<file path="config.mk">
export PLATFORM = sky130hd
export DESIGN_NAME = uart_rx
export DESIGN_NICKNAME = d
export VERILOG_FILES = /design/src/rtl/uart_pkg.sv /design/src/rtl/uart_baud_tick.sv /design/src/rtl/uart_rx.sv
export SDC_FILE = /design/constraint.sdc
export NUM_CORES = 1
export LEC_CHECK = 0
export CAP_MARGIN = 30
export CORE_UTILIZATION = 48
export DETAILED_ROUTE_END_ITERATION = 10
export GPL_TIMING_DRIVEN = 1
export PLACE_DENSITY = 0.66
export SETUP_SLACK_MARGIN = 0.5
export SLEW_MARGIN = 10
export SYNTH_ARGS = -nofsm -noshare
export SYNTH_HDL_FRONTEND = slang
export SYNTH_HIERARCHICAL = 1
export SYNTH_SLANG_ARGS = --single-unit
</file>
<file path="constraint.sdc">
create_clock -name clk_100mhz -period 5.5 [get_ports clk_100mhz]
set_input_delay 1.1 -clock clk_100mhz [delete_from_list [all_inputs] [get_ports clk_100mhz]]
set_output_delay 1.1 -clock clk_100mhz [all_outputs]
set_load 0.02 [all_outputs]
</file>
<file path="src/rtl/uart_pkg.sv">
`default_nettype none
// ============================================================================
// Module      : uart_pkg
// Description : Shared UART types, constants and baud-divider helper used by
//               both the receive and transmit paths.
// Revision    : 1.0 - initial release
// ============================================================================
package uart_pkg;

  // Receiver frame states; explicit 3-bit encoding
  typedef enum logic [2:0] {
    IDLE      = 3'd0,
    START     = 3'd1,
    DATA      = 3'd2,
    STOP      = 3'd3,
    WAIT_HIGH = 3'd4
  } rx_state_t;

  localparam int UART_DATA_BITS  = 8;
  localparam int UART_OVERSAMPLE = 16;

  // Clocks per oversample tick, truncated toward zero
  function automatic int unsigned baud_div(input int unsigned clk_hz,
                                           input int unsigned baud);
    return clk_hz / (baud * int'(UART_OVERSAMPLE));
  endfunction

endpackage
`default_nettype wire

</file>
<file path="src/rtl/uart_baud_tick.sv">
`default_nettype none
// ============================================================================
// Module      : uart_baud_tick
// Description : Free-running oversample tick divider with synchronous clear.
//               o_tick is high for one clock when the counter reaches DIV-1.
// Revision    : 1.0 - initial release
// ============================================================================
module uart_baud_tick
  import uart_pkg::*;
#(
  parameter int unsigned DIV = 54
) (
  input  logic clk,
  input  logic rst,
  input  logic i_clr,
  output logic o_tick
);

  localparam int unsigned c_cnt_w = (DIV > 1) ? $clog2(DIV) : 1;
  localparam logic [c_cnt_w-1:0] c_last = c_cnt_w'(DIV - 1);

  logic [c_cnt_w-1:0] r_cnt;

  // Count 0..DIV-1 and wrap; a clear restarts the phase at 0
  always_ff @(posedge clk) begin
    if (rst || i_clr) begin
      r_cnt <= '0;
    end else if (r_cnt == c_last) begin
      r_cnt <= '0;
    end else begin
      r_cnt <= r_cnt + 1'b1;
    end
  end

  assign o_tick = (r_cnt == c_last);

endmodule
`default_nettype wire

</file>
<file path="src/rtl/uart_rx.sv">
`default_nettype none
// ============================================================================
// Module      : uart_rx
// Description : 8N1 UART receiver, 16x oversampling with 3-sample majority
//               vote, FIFO_DEPTH-entry receive FIFO on a valid/ready port,
//               one-cycle framing-error and overrun pulses.
// Revision    : 1.0 - initial release
// ============================================================================
module uart_rx
  import uart_pkg::*;
#(
  parameter int unsigned CLK_FREQ_HZ = 100_000_000,
  parameter int unsigned BAUD        = 115200,
  parameter int unsigned OVERSAMPLE  = 16,
  parameter int unsigned FIFO_DEPTH  = 4
) (
  input  logic       clk_100mhz,
  input  logic       sys_rst_i,
  input  logic       rx_i,
  output logic [7:0] rx_data_o,
  output logic       rx_valid_o,
  input  logic       rx_ready_i,
  output logic       frame_err_o,
  output logic       overrun_o,
  output logic       busy_o
);

  localparam int unsigned c_div   = baud_div(CLK_FREQ_HZ, BAUD);
  localparam int unsigned c_smp_w = $clog2(OVERSAMPLE);
  localparam int unsigned c_idx_w = c_smp_w + 4;
  // FIFO_DEPTH must be a power of two and at least 2 so pointers wrap freely
  localparam int unsigned c_ptr_w = $clog2(FIFO_DEPTH);
  localparam int unsigned c_cnt_w = c_ptr_w + 1;

  localparam logic [c_smp_w-1:0] c_smp_a    = c_smp_w'(6);
  localparam logic [c_smp_w-1:0] c_smp_b    = c_smp_w'(7);
  localparam logic [c_smp_w-1:0] c_smp_vote = c_smp_w'(8);
  localparam logic [c_smp_w-1:0] c_smp_last = c_smp_w'(OVERSAMPLE - 1);
  localparam logic [3:0]         c_bit_last = 4'(UART_DATA_BITS);
  localparam logic [c_cnt_w-1:0] c_full     = c_cnt_w'(FIFO_DEPTH);

  // Line synchroniser and receive FSM state
  logic                      r_sync1, r_sync2;
  rx_state_t                 r_state;
  logic [c_idx_w-1:0]        r_tick_idx;
  logic                      r_smp_a, r_smp_b;
  logic [UART_DATA_BITS-1:0] r_shift;
  logic                      r_frame_err;

  // Receive FIFO
  logic [7:0]                r_mem [FIFO_DEPTH];
  logic [c_ptr_w-1:0]        r_wr_ptr, r_rd_ptr;
  logic [c_cnt_w-1:0]        r_count;
  logic                      r_overrun;

  logic                      w_rx_s;
  logic                      w_start;
  logic                      w_tick;
  logic [c_smp_w-1:0]        w_smp;
  logic [3:0]                w_bit;
  logic                      w_vote;
  logic                      w_vote_tick;
  logic                      w_last_tick;
  logic                      w_push, w_pop, w_full, w_wr;

  assign w_rx_s      = r_sync2;
  assign w_start     = (r_state == IDLE) && !w_rx_s;
  assign w_smp       = r_tick_idx[c_smp_w-1:0];
  assign w_bit       = r_tick_idx[c_smp_w +: 4];
  assign w_vote      = (r_smp_a & r_smp_b) | (r_smp_a & w_rx_s) | (r_smp_b & w_rx_s);
  assign w_vote_tick = w_tick && (w_smp == c_smp_vote);
  assign w_last_tick = w_tick && (w_smp == c_smp_last);

  assign w_push = (r_state == STOP) && w_vote_tick && w_vote;
  assign w_pop  = (r_count != '0) && rx_ready_i;
  assign w_full = (r_count == c_full);
  // A full FIFO still accepts a byte when the head leaves in the same cycle
  assign w_wr   = w_push && (!w_full || w_pop);

  uart_baud_tick #(
    .DIV (c_div)
  ) u_tick (
    .clk    (clk_100mhz),
    .rst    (sys_rst_i),
    .i_clr  (w_start),
    .o_tick (w_tick)
  );

  // Two-stage synchroniser for the asynchronous line, idling high
  always_ff @(posedge clk_100mhz) begin
    if (sys_rst_i) begin
      r_sync1 <= 1'b1;
      r_sync2 <= 1'b1;
    end else begin
      r_sync1 <= rx_i;
      r_sync2 <= r_sync1;
    end
  end

  // Frame FSM: tick indexing, vote samples, shift register, framing error
  always_ff @(posedge clk_100mhz) begin
    if (sys_rst_i) begin
      r_state     <= IDLE;
      r_tick_idx  <= '0;
      r_smp_a     <= 1'b1;
      r_smp_b     <= 1'b1;
      r_shift     <= '0;
      r_frame_err <= 1'b0;
    end else begin
      r_frame_err <= 1'b0;
      if (w_tick && (r_state != IDLE)) r_tick_idx <= r_tick_idx + 1'b1;
      if (w_tick && (w_smp == c_smp_a)) r_smp_a <= w_rx_s;
      if (w_tick && (w_smp == c_smp_b)) r_smp_b <= w_rx_s;
      case (r_state)
        IDLE: begin
          if (!w_rx_s) begin
            r_tick_idx <= '0;
            r_state    <= START;
          end
        end
        START: begin
          if (w_vote_tick) begin
            if (w_vote) r_state <= IDLE;
          end else if (w_last_tick) begin
            r_state <= DATA;
          end
        end
        DATA: begin
          if (w_vote_tick) r_shift <= {w_vote, r_shift[UART_DATA_BITS-1:1]};
          if (w_last_tick && (w_bit == c_bit_last)) r_state <= STOP;
        end
        STOP: begin
          // Leave mid-stop-bit so a back-to-back start edge is not missed
          if (w_vote_tick) begin
            if (w_vote) begin
              r_state <= IDLE;
            end else begin
              r_frame_err <= 1'b1;
              r_state     <= WAIT_HIGH;
            end
          end
        end
        WAIT_HIGH: begin
          if (w_rx_s) r_state <= IDLE;
        end
        default: r_state <= IDLE;
      endcase
    end
  end

  // Receive FIFO with wrapping pointers, occupancy count and overrun pulse
  always_ff @(posedge clk_100mhz) begin
    if (sys_rst_i) begin
      r_wr_ptr  <= '0;
      r_rd_ptr  <= '0;
      r_count   <= '0;
      r_overrun <= 1'b0;
    end else begin
      r_overrun <= w_push && w_full && !w_pop;
      if (w_wr) begin
        r_mem[r_wr_ptr] <= r_shift;
        r_wr_ptr        <= r_wr_ptr + 1'b1;
      end
      if (w_pop) r_rd_ptr <= r_rd_ptr + 1'b1;
      case ({w_wr, w_pop})
        2'b10:   r_count <= r_count + 1'b1;
        2'b01:   r_count <= r_count - 1'b1;
        default: r_count <= r_count;
      endcase
    end
  end

  // Head is forced to zero while empty so stale entries never show
  assign rx_data_o   = (r_count != '0) ? r_mem[r_rd_ptr] : 8'h00;
  assign rx_valid_o  = (r_count != '0);
  assign frame_err_o = r_frame_err;
  assign overrun_o   = r_overrun;
  assign busy_o      = (r_state != IDLE);

endmodule
`default_nettype wire
</file>
# ---- Word-level counts from Yosys, hierarchy flattened
# Memory sizes are Yosys's and may differ from the RTL's. A register that Yosys moved wholly into a read port is not among the register bits.
# Index checks and enable logic that the tools add are counted.
dict set report totals {
  register_bits 38
  mem_bits_rw 32
  inputBits 4
  out_inout_bits 12
  mem_count 1
}
# memory depth width read_ports rd_clocked_by_memory_dff write_ports line_no
set mem_list {}
lappend mem_list {r_mem 4 8 1 1 1 uart_rx.sv:51} ;# logic [7:0] r_mem [FIFO_DEPTH];
dict set report classes {
  add_sub_neg 6
  eq_ne 19
  mux 20
  bitwise 7
  reduce_logical 26
}
# op n
set op_table {}
lappend op_table {{two-way mux 8 bit} 4}
lappend op_table {{two-way mux 3 bit} 8}
lappend op_table {{case mux 3 bit (5 select lines)} 1}
lappend op_table {{logical AND 1 bit} 13}
lappend op_table {{equality test 4 bit, second input constant} 3}
lappend op_table {{adder 8 x 1 -> 8 bit, second input constant} 1}
lappend op_table {{equality test 4 x 3 -> 1 bit, second input constant} 2}
lappend op_table {{inequality test 2 bit, second input constant} 4}
lappend op_table {{adder 6 x 1 -> 6 bit, second input constant} 1}
lappend op_table {{equality test 3 x 2 -> 1 bit, second input constant} 2}
lappend op_table {{equality test 3 bit, second input constant} 2}
lappend op_table {{equality test 6 bit, second input constant} 1}
lappend op_table {{inequality test 3 bit, second input constant} 2}
lappend op_table {{case mux 3 bit (2 select lines)} 1}
lappend op_table {{AND reduction 6 bit} 1}
lappend op_table {{nonzero test 3 bit} 2}
lappend op_table {{adder 2 x 1 -> 2 bit, second input constant} 2}
lappend op_table {{two-way mux 1 bit} 4}
lappend op_table {{two-way mux 2 bit} 2}
lappend op_table {{adder 3 x 1 -> 3 bit, second input constant} 1}
lappend op_table {{AND 1 bit} 3}
lappend op_table {{equality test 3 x 1 -> 1 bit, second input constant} 1}
lappend op_table {{zero test 1 bit} 3}
lappend op_table {{zero test 3 bit} 1}
lappend op_table {{other kinds (10)} 13}

# ---- Logic depth before layout (Yosys ltp)
dict set report depth {
  depth_word 8
  ltp_mapped 12
  ltp_nobuf 11
}

# ---- By module
# Netlist, hierarchy kept.
# module instances cells_each area_each_um2 seq_area_each_um2
set modules_own_cells {}
lappend modules_own_cells {uart_rx 1 242 2930.3 1641.6}
lappend modules_own_cells {uart_baud_tick 1 28 257.7 120.1}

# ---- Worst setup path before layout
# OpenSTA, ideal clock, no wires.
dict set report synth_path {
  path_kind {flip-flop to flip-flop}
  start {reg u_tick.r_cnt[0]}
  end {reg r_count[2]}
  t_arrival_ns 2.505
  slack_ns 2.874
  stages_incl_launch_ff 12
  period_less_slack_ns 2.626
  path_cell_list {dfxtp_1 ha_1 nand4b_1 nor2_1 and4b_2 buf_6 and3_2 nor2_1 fa_1 nand2_1 a2bb2oi_2 mux2_2}
}
dict set report synth_between {
  elab_chain_len 7
  elab_cells_between_ends 9
  classes_between {eq/ne: 3; mux: 1; reduce/logical: 5}
}
# item line_no
set synth_rtl {}
lappend synth_rtl {{start: declaration} uart_baud_tick.sv:22} ;# logic [c_cnt_w-1:0] r_cnt;
lappend synth_rtl {{start signal: assignment} uart_baud_tick.sv:31} ;# r_cnt <= r_cnt + 1'b1;
lappend synth_rtl {{equality test 6 bit (*)} uart_baud_tick.sv:35} ;# assign o_tick = (r_cnt == c_last);
lappend synth_rtl {{net w_tick} uart_rx.sv:58} ;# logic w_tick;
lappend synth_rtl {{logical AND 1 bit (*)} uart_rx.sv:71} ;# assign w_vote_tick = w_tick && (w_smp == c_smp_vote);
lappend synth_rtl {{logical AND 1 bit (*) (2 in a row)} uart_rx.sv:74} ;# assign w_push = (r_state == STOP) && w_vote_tick && w_vote;
lappend synth_rtl {{logical AND 1 bit (*)} uart_rx.sv:78} ;# assign w_wr = w_push && (!w_full || w_pop);
lappend synth_rtl {{equality test 2 x 1 -> 1 bit or equality test 2 bit (tied branches)} uart_rx.sv:165} ;# case ({w_wr, w_pop})
lappend synth_rtl {{case mux 3 bit (2 select lines) or nonzero test 2 bit (tied branches)} n/a}
lappend synth_rtl {{end signal: assignment} uart_rx.sv:166} ;# 2'b10: r_count <= r_count + 1'b1;
lappend synth_rtl {{end signal: assignment} uart_rx.sv:167} ;# 2'b01: r_count <= r_count - 1'b1;
lappend synth_rtl {{end signal: assignment} uart_rx.sv:168} ;# default: r_count <= r_count;
lappend synth_rtl {{end: declaration} uart_rx.sv:53} ;# logic [c_cnt_w-1:0] r_count;
# Mark *: on every way through the listed nets, which the timed path passes. The rest lies on a longest branch.
# A chain may end at the register's enable or synchronous reset.

==> flow_summary.ini <==
[outcome]
status = complete, no violations

[critical_path]
worst_setup_path_start_kind = flip-flop
rr_endpoint = r_count[2]
endpoint_kind = output pin
max_stage_delay_ns = 0.68
worstPathArrival_ns = 2.27
rrSetupSlack_ns = 2.58
worst-setup-path-type = flip-flop to output pin
crit_path_cell_trace = mux4_2, nor2b_1, clkdlybuf4s50_1
cp_slowest_cell = dfxtp_1
crit_path_max_fanout = 8
r2r_cells = 10
critPathRequiredTime_ns = 4.40
r2r_start = u_tick/r_cnt[0]

[timing]
setup_violations = 0
tightest_slew_ns = 0.809
fin_worst_skew_ns = 0.00593
fin_crit_ns = 3.37
hold_violations = 0
period_share = 0.613
slew_viol_final = 0
rsz0062_at_grt = false
fin_tns_setup_ns = 0
worst_slack_ns = 2.13
max_slew_margin = 0.456
max_freq_mhz = 297

[synth]
syn_nets = 284
synth-edff-count = 32
ys_types = 51
syn_inst = 270
synth-seq-area-share = 0.553
async_reset_ff_frac = 0
ys_warn_count = 6
synth-seq-cells = 72
postSynthAreaPerCell_um2 = 11.8
ys.flop_type = dfxtp_1
netlist_area_mm2 = 0.00319

[die]
rows = 29
core_mm2 = 0.00639
die_x_um = 83.5
ios = 16
die_h_um = 83.5
initial_core_util = 0.499
die-area_mm2 = 0.00697

[worst_hold_path]
hp-start = r_sync1
hold_path_class = flip-flop to flip-flop
worstHoldPathCells = 1
hold_end = r_sync2

[placement]
dp_slack_ns = 2.44
hpwl_um = 3460
dpl.cell_count = 351
portBuffers = 15
place_area_mm2 = 0.00338
gp_congestion = 0.792

[finish]
post-route-cell-area_mm2 = 0.00355
layout-drive-gt1-share = 0.131
final_nets = 299
post-route-util = 0.555
fin_cells = 367
syn_to_final_growth_pct = 11.3
num_antenna_cells = 0

[power_and_ir_drop]
power_density_mw_per_mm2 = 268
vdd_drop_max_mv = 0.172
p_leak_uw = 0.00127

[global_routing]
antenna_found_initial = 0
grt_max_degree = 31
grt_pass1_wl_um = 8920
grt_pass1_vias = 1861
grt_use_total = 0.164
overflow = 0

[route]
dr.pass1.iters = 4
drt_iter0_drc = 124
antenna_left = 0
drt-wirelength-per-cell_um = 14.0
viasPerCell = 5.26
postRouteWirelength_um = 5130
vias = 1929
route.detailed.drc = 0

[job]
maxCapViolCount = 0

[clock_network]
cts_tree = yes
cts_max_level = 3
cts.sinks = 72
ctsRootBufferMaster = clkbuf_8
path_clk_slew_ns = 0.07
ctsHoldBuffers = 0
post_cts_buffers = 0
clock_latency_ns = 0.33
cts_resized = 0
numCtsBuffers = 9
cts_buffer_depth = 2
## kinds of logic (layout without fill, tap and decap cells)
family | Yosys count | in the layout | share of synthesized area
fa+ha+maj | 11 | 11 | 0.0451
buf+inv | 22 | 42 | 0.0330
simple gates | 105 | 105 | 0.179
flops | 72 | 72 | 0.553
xor+xnor | 10 | 10 | 0.0275
mux | 22 | 22 | 0.102
compound gates | 28 | 28 | 0.0608
## through the flow
stage | power [uW] | hold slack (ns)
after floorplan | 596 | 0.389
after global placement | 606 | 0.390
after detailed placement | 607 | 0.396
after CTS | 964 | 0.414
after global routing | 993 | 0.436
final | 951 | 0.415
## cell type report
type                            count  area (um^2)
Clock inverter                      7         47.5
Inverter                            9         33.8
Tap cell                           77         96.3
Clock buffer                        9          124
Multi-Input combinational cell    176         1320
Fill cell                         547         2840
Timing Repair Buffer               17          163
Sequential cell                    72         1760
## cells in the mapped netlist, types with 3 or more instances
cell type  number  area share
o21ai_0         5      0.0078
xnor2_1         6       0.016
buf_2           5      0.0078
and2_1          5      0.0098
mux2i_1        11       0.035
dfxtp_1        40        0.25
nand2_1        16       0.019
nand3_1         6      0.0094
a21oi_1         6      0.0094
nand2b_1        3      0.0059
ha_1            9       0.035
nor2b_1        11       0.022
nor2_1         33       0.039
clkbuf_1        5      0.0059
or2_2           3      0.0059
nand4_1         3      0.0059
or3_1           4      0.0078
xor2_1          4       0.011
mux4_2          8       0.057
nor3_1          7       0.011
inv_1           9       0.011
nand4b_1        3      0.0082
edfxtp_1       32        0.30
## sequential cells by signal, indices dropped and copies added (netlist names), named ones only
name          count
r_state           3
r_sync1           1
r_mem            32
frame_err_o       1
r_sync2           1
r_count           3
r_smp_b           1
u_tick/r_cnt      6
r_tick_idx        8
r_smp_a           1
r_rd_ptr          2
overrun_o         1
r_shift           8
r_wr_ptr          2
## worst max-delay path by stage
stage                     slack [ns]           end       startpoint  cells after the start
final                           2.13  rx_data_o[6]        flip-flop                      3
after global routing            1.99  rx_data_o[6]        flip-flop                      3
after CTS                       2.06  rx_data_o[6]        flip-flop                      3
after detailed placement        2.44  rx_data_o[6]        flip-flop                      3
after global placement          2.40  rx_data_o[6]        flip-flop                      3
after floorplan                 2.87    r_count[2]  u_tick/r_cnt[0]                     11
## critical path, delay by kind of cell, from the launching register on
family	cells	cell delay, ns
multiplexers	1	0.57
flip-flops	1	0.68
AND/OR/NAND/NOR	1	0.15
buffers and inverters	1	0.53
## cells in the final DEF, fill, tap and decap left out, types with 2 or more instances in the layout
master            n
o31ai_1           2
clkinvlp_4        3
o21ai_1           2
xor2_1            4
or2_2             3
ha_1              9
or3_1             4
nor2b_1          11
nand3_1           6
clkbuf_8          9
a21oi_1           6
o31a_1            2
mux2_2            2
nand4_1           3
o21ai_0           5
nand4b_1          3
nor4b_1           2
nor3_1            7
clkdlybuf4s50_1  15
and2_1            5
nand2b_1          3
edfxtp_1         32
dfxtp_1          40
nand2_1          16
nand3_2           2
a31oi_1           2
xnor2_1           6
nor2_1           33
mux4_2            8
clkinv_1          2
mux2i_1          11
inv_1             9
## power breakdown
group | switching (uW) | leakage, uW | internal, uW | total [uW]
logic | 16.6 | 0.000573 | 13.0 | 29.7
clock network | 194 | 0.0000769 | 163 | 356
registers | 7.36 | 0.000620 | 557 | 565
## metal layers
layer	vias up	GRT usage	wire (um)
li1	1004	-	-
met1	888	0.212	2550
met2	33	0.262	2350
met3	4	0.0514	186
met4	0	0.0555	45
met5	-	0	0
No activity file was read; power rests on OpenSTA's default activity.
==> variant, RTL diff (same flow settings) <==
Put one more register stage on the output `overrun_o`, with the module's reset. The value now appears one clock later. The other outputs are not delayed to match.
--- a/src/rtl/uart_rx.sv
+++ b/src/rtl/uart_rx.sv
@@ -176,3 +176,9 @@
   assign frame_err_o = r_frame_err;
-  assign overrun_o   = r_overrun;
+  always_ff @(posedge clk_100mhz) begin
+    if (sys_rst_i) begin
+      overrun_o <= '0;
+    end else begin
+      overrun_o <= r_overrun;
+    end
+  end
   assign busy_o      = (r_state != IDLE);
Function: same outputs for any inputs over 10 cycles, from zero or initial values and one cycle with sys_rst_i high; that may be too few to reach the edited logic, so the function may still have changed.
==> variant against the original RTL <==
  * Non-clock buffer count is the same
  * Worst hold slack lost 0.00071 ns
  * Design area shrank 0.28%
  * Wire length shrank 3.4%
  * Area after synthesis shrank 1.3%
  * Register-to-register slack gained 0.22 ns
  * Largest cell class unchanged
  * Sequential cell count grew 1
  * Sequential share of layout area grew 0.71 points
  * Setup slack gained 0.054 ns
Power is not compared: it rests on default switching activity, and its combinational part moved more than twofold at a synthesized area within 25%.
==> variant: results <==
hold_path:
  min_path_cells: 1
setup_path:
  ff2ff_path_depth: 11
  crit_path_max_incr_delay_ns: 0.65
  cp.arrival_ns: 2.22
  crit_family: "flip-flops"
logic_synthesis:
  synth_compound_area_share_pct: 4.29
  synth_fa_ha_area_share_pct: 4.65
  synthTopCellsByArea: "edfxtp_1 (31%), dfxtp_1 (26%), mux4_2 (5.7%), mux2i_1 (4.1%), nor2_1 (3.9%)"
  yosys-top-cells-count: "dfxtp_1 (41), nor2_1 (33), edfxtp_1 (32), mux2i_1 (13), nand2_1 (12)"
  avgSynthCellArea_um2: 12.3
  synthMuxAreaShare_pct: 11.0
  syn_nets: 269
  ys_async_sr_fraction_pct: 0
  synth-xor-area-share_pct: 3.34
  yosysUniqueCellTypes: 50
  yosysSeqAreaShare_pct: 56.6
detailed_routing:
  dr_wl_met2_um: 2210
  topRoutingLayerUsed: "met4"
  drtIter0Drc: 80
  first_pass_iters: 4
  wl_met1_um: 2520
  viasPerCell: 5.19
  dr_wl_met3_um: 113
  num_vias: 1842
  drt-total-wl_um: 4960
clock_tree:
  cts_resized: 0
  clk_path_buf_depth: 2
  root_buffer: "clkbuf_8"
pwr:
  p_leak_uw: 0.00134
  internal_power_uw: 824
  pg_comb_uw: 94.6
place:
  place_inst: 339
  dp_slack_ns: 2.50
  dpl_cell_area_um2: 3340
  place_hpwl_um: 3370
  gp_congestion: 0.765
grt:
  met3_usage_pct: 3.28
  grt_start_max_net_pins: 29
  grt_pass1_wl_um: 8640
  use_met1_pct: 21.6
  use_met2_pct: 24.7
  grt_usage_pct: 16.2
  grt_pass1_vias: 1815
  top_usage_layer: "met2"
run_status:
  outcome: "finished clean"
sta:
  slew_headroom_pct: 61.4
  skew_ns: 0.00689
final_layout:
  drive_gt1_share_pct: 15.5
  layout.nets: 287
  antenna_cells: 0
variant: cell count changes in the layout (fill, tap and decap cells not counted), sizes merged, moves of 2 or more:
cell,before,now
nor3,7,4
a21oi,7,5
nand2b,3,1
xor2,4,7
nand2,16,13
or3b,0,2
and3,1,4
nand4,4,1
mux2i,11,14
a31oi,2,0
variant: final cells by class:
cell class | count | area [um2]
fillers | 523 | 2810
clock inverters | 7 | 70.1
multi-input cells | 163 | 1270
inverters | 9 | 33.8
repair buffers | 17 | 163
well taps | 77 | 96.3
flip-flops and latches | 73 | 1780
clock buffers | 9 | 124
variant: final timing paths:
kind	startpoint	endpoint	slack, ns
worst max register to register	u_tick/r_cnt[0]$_SDFF_PP0_	r_count[2]$_SDFFE_PP0P_	2.80
worst min-delay path	r_sync1$_SDFF_PP1_	r_sync2$_SDFF_PP1_	0.41
worst max-delay path	flop	rx_data_o[3]	2.18
worst min register to register	r_sync1$_SDFF_PP1_	r_sync2$_SDFF_PP1_	0.41
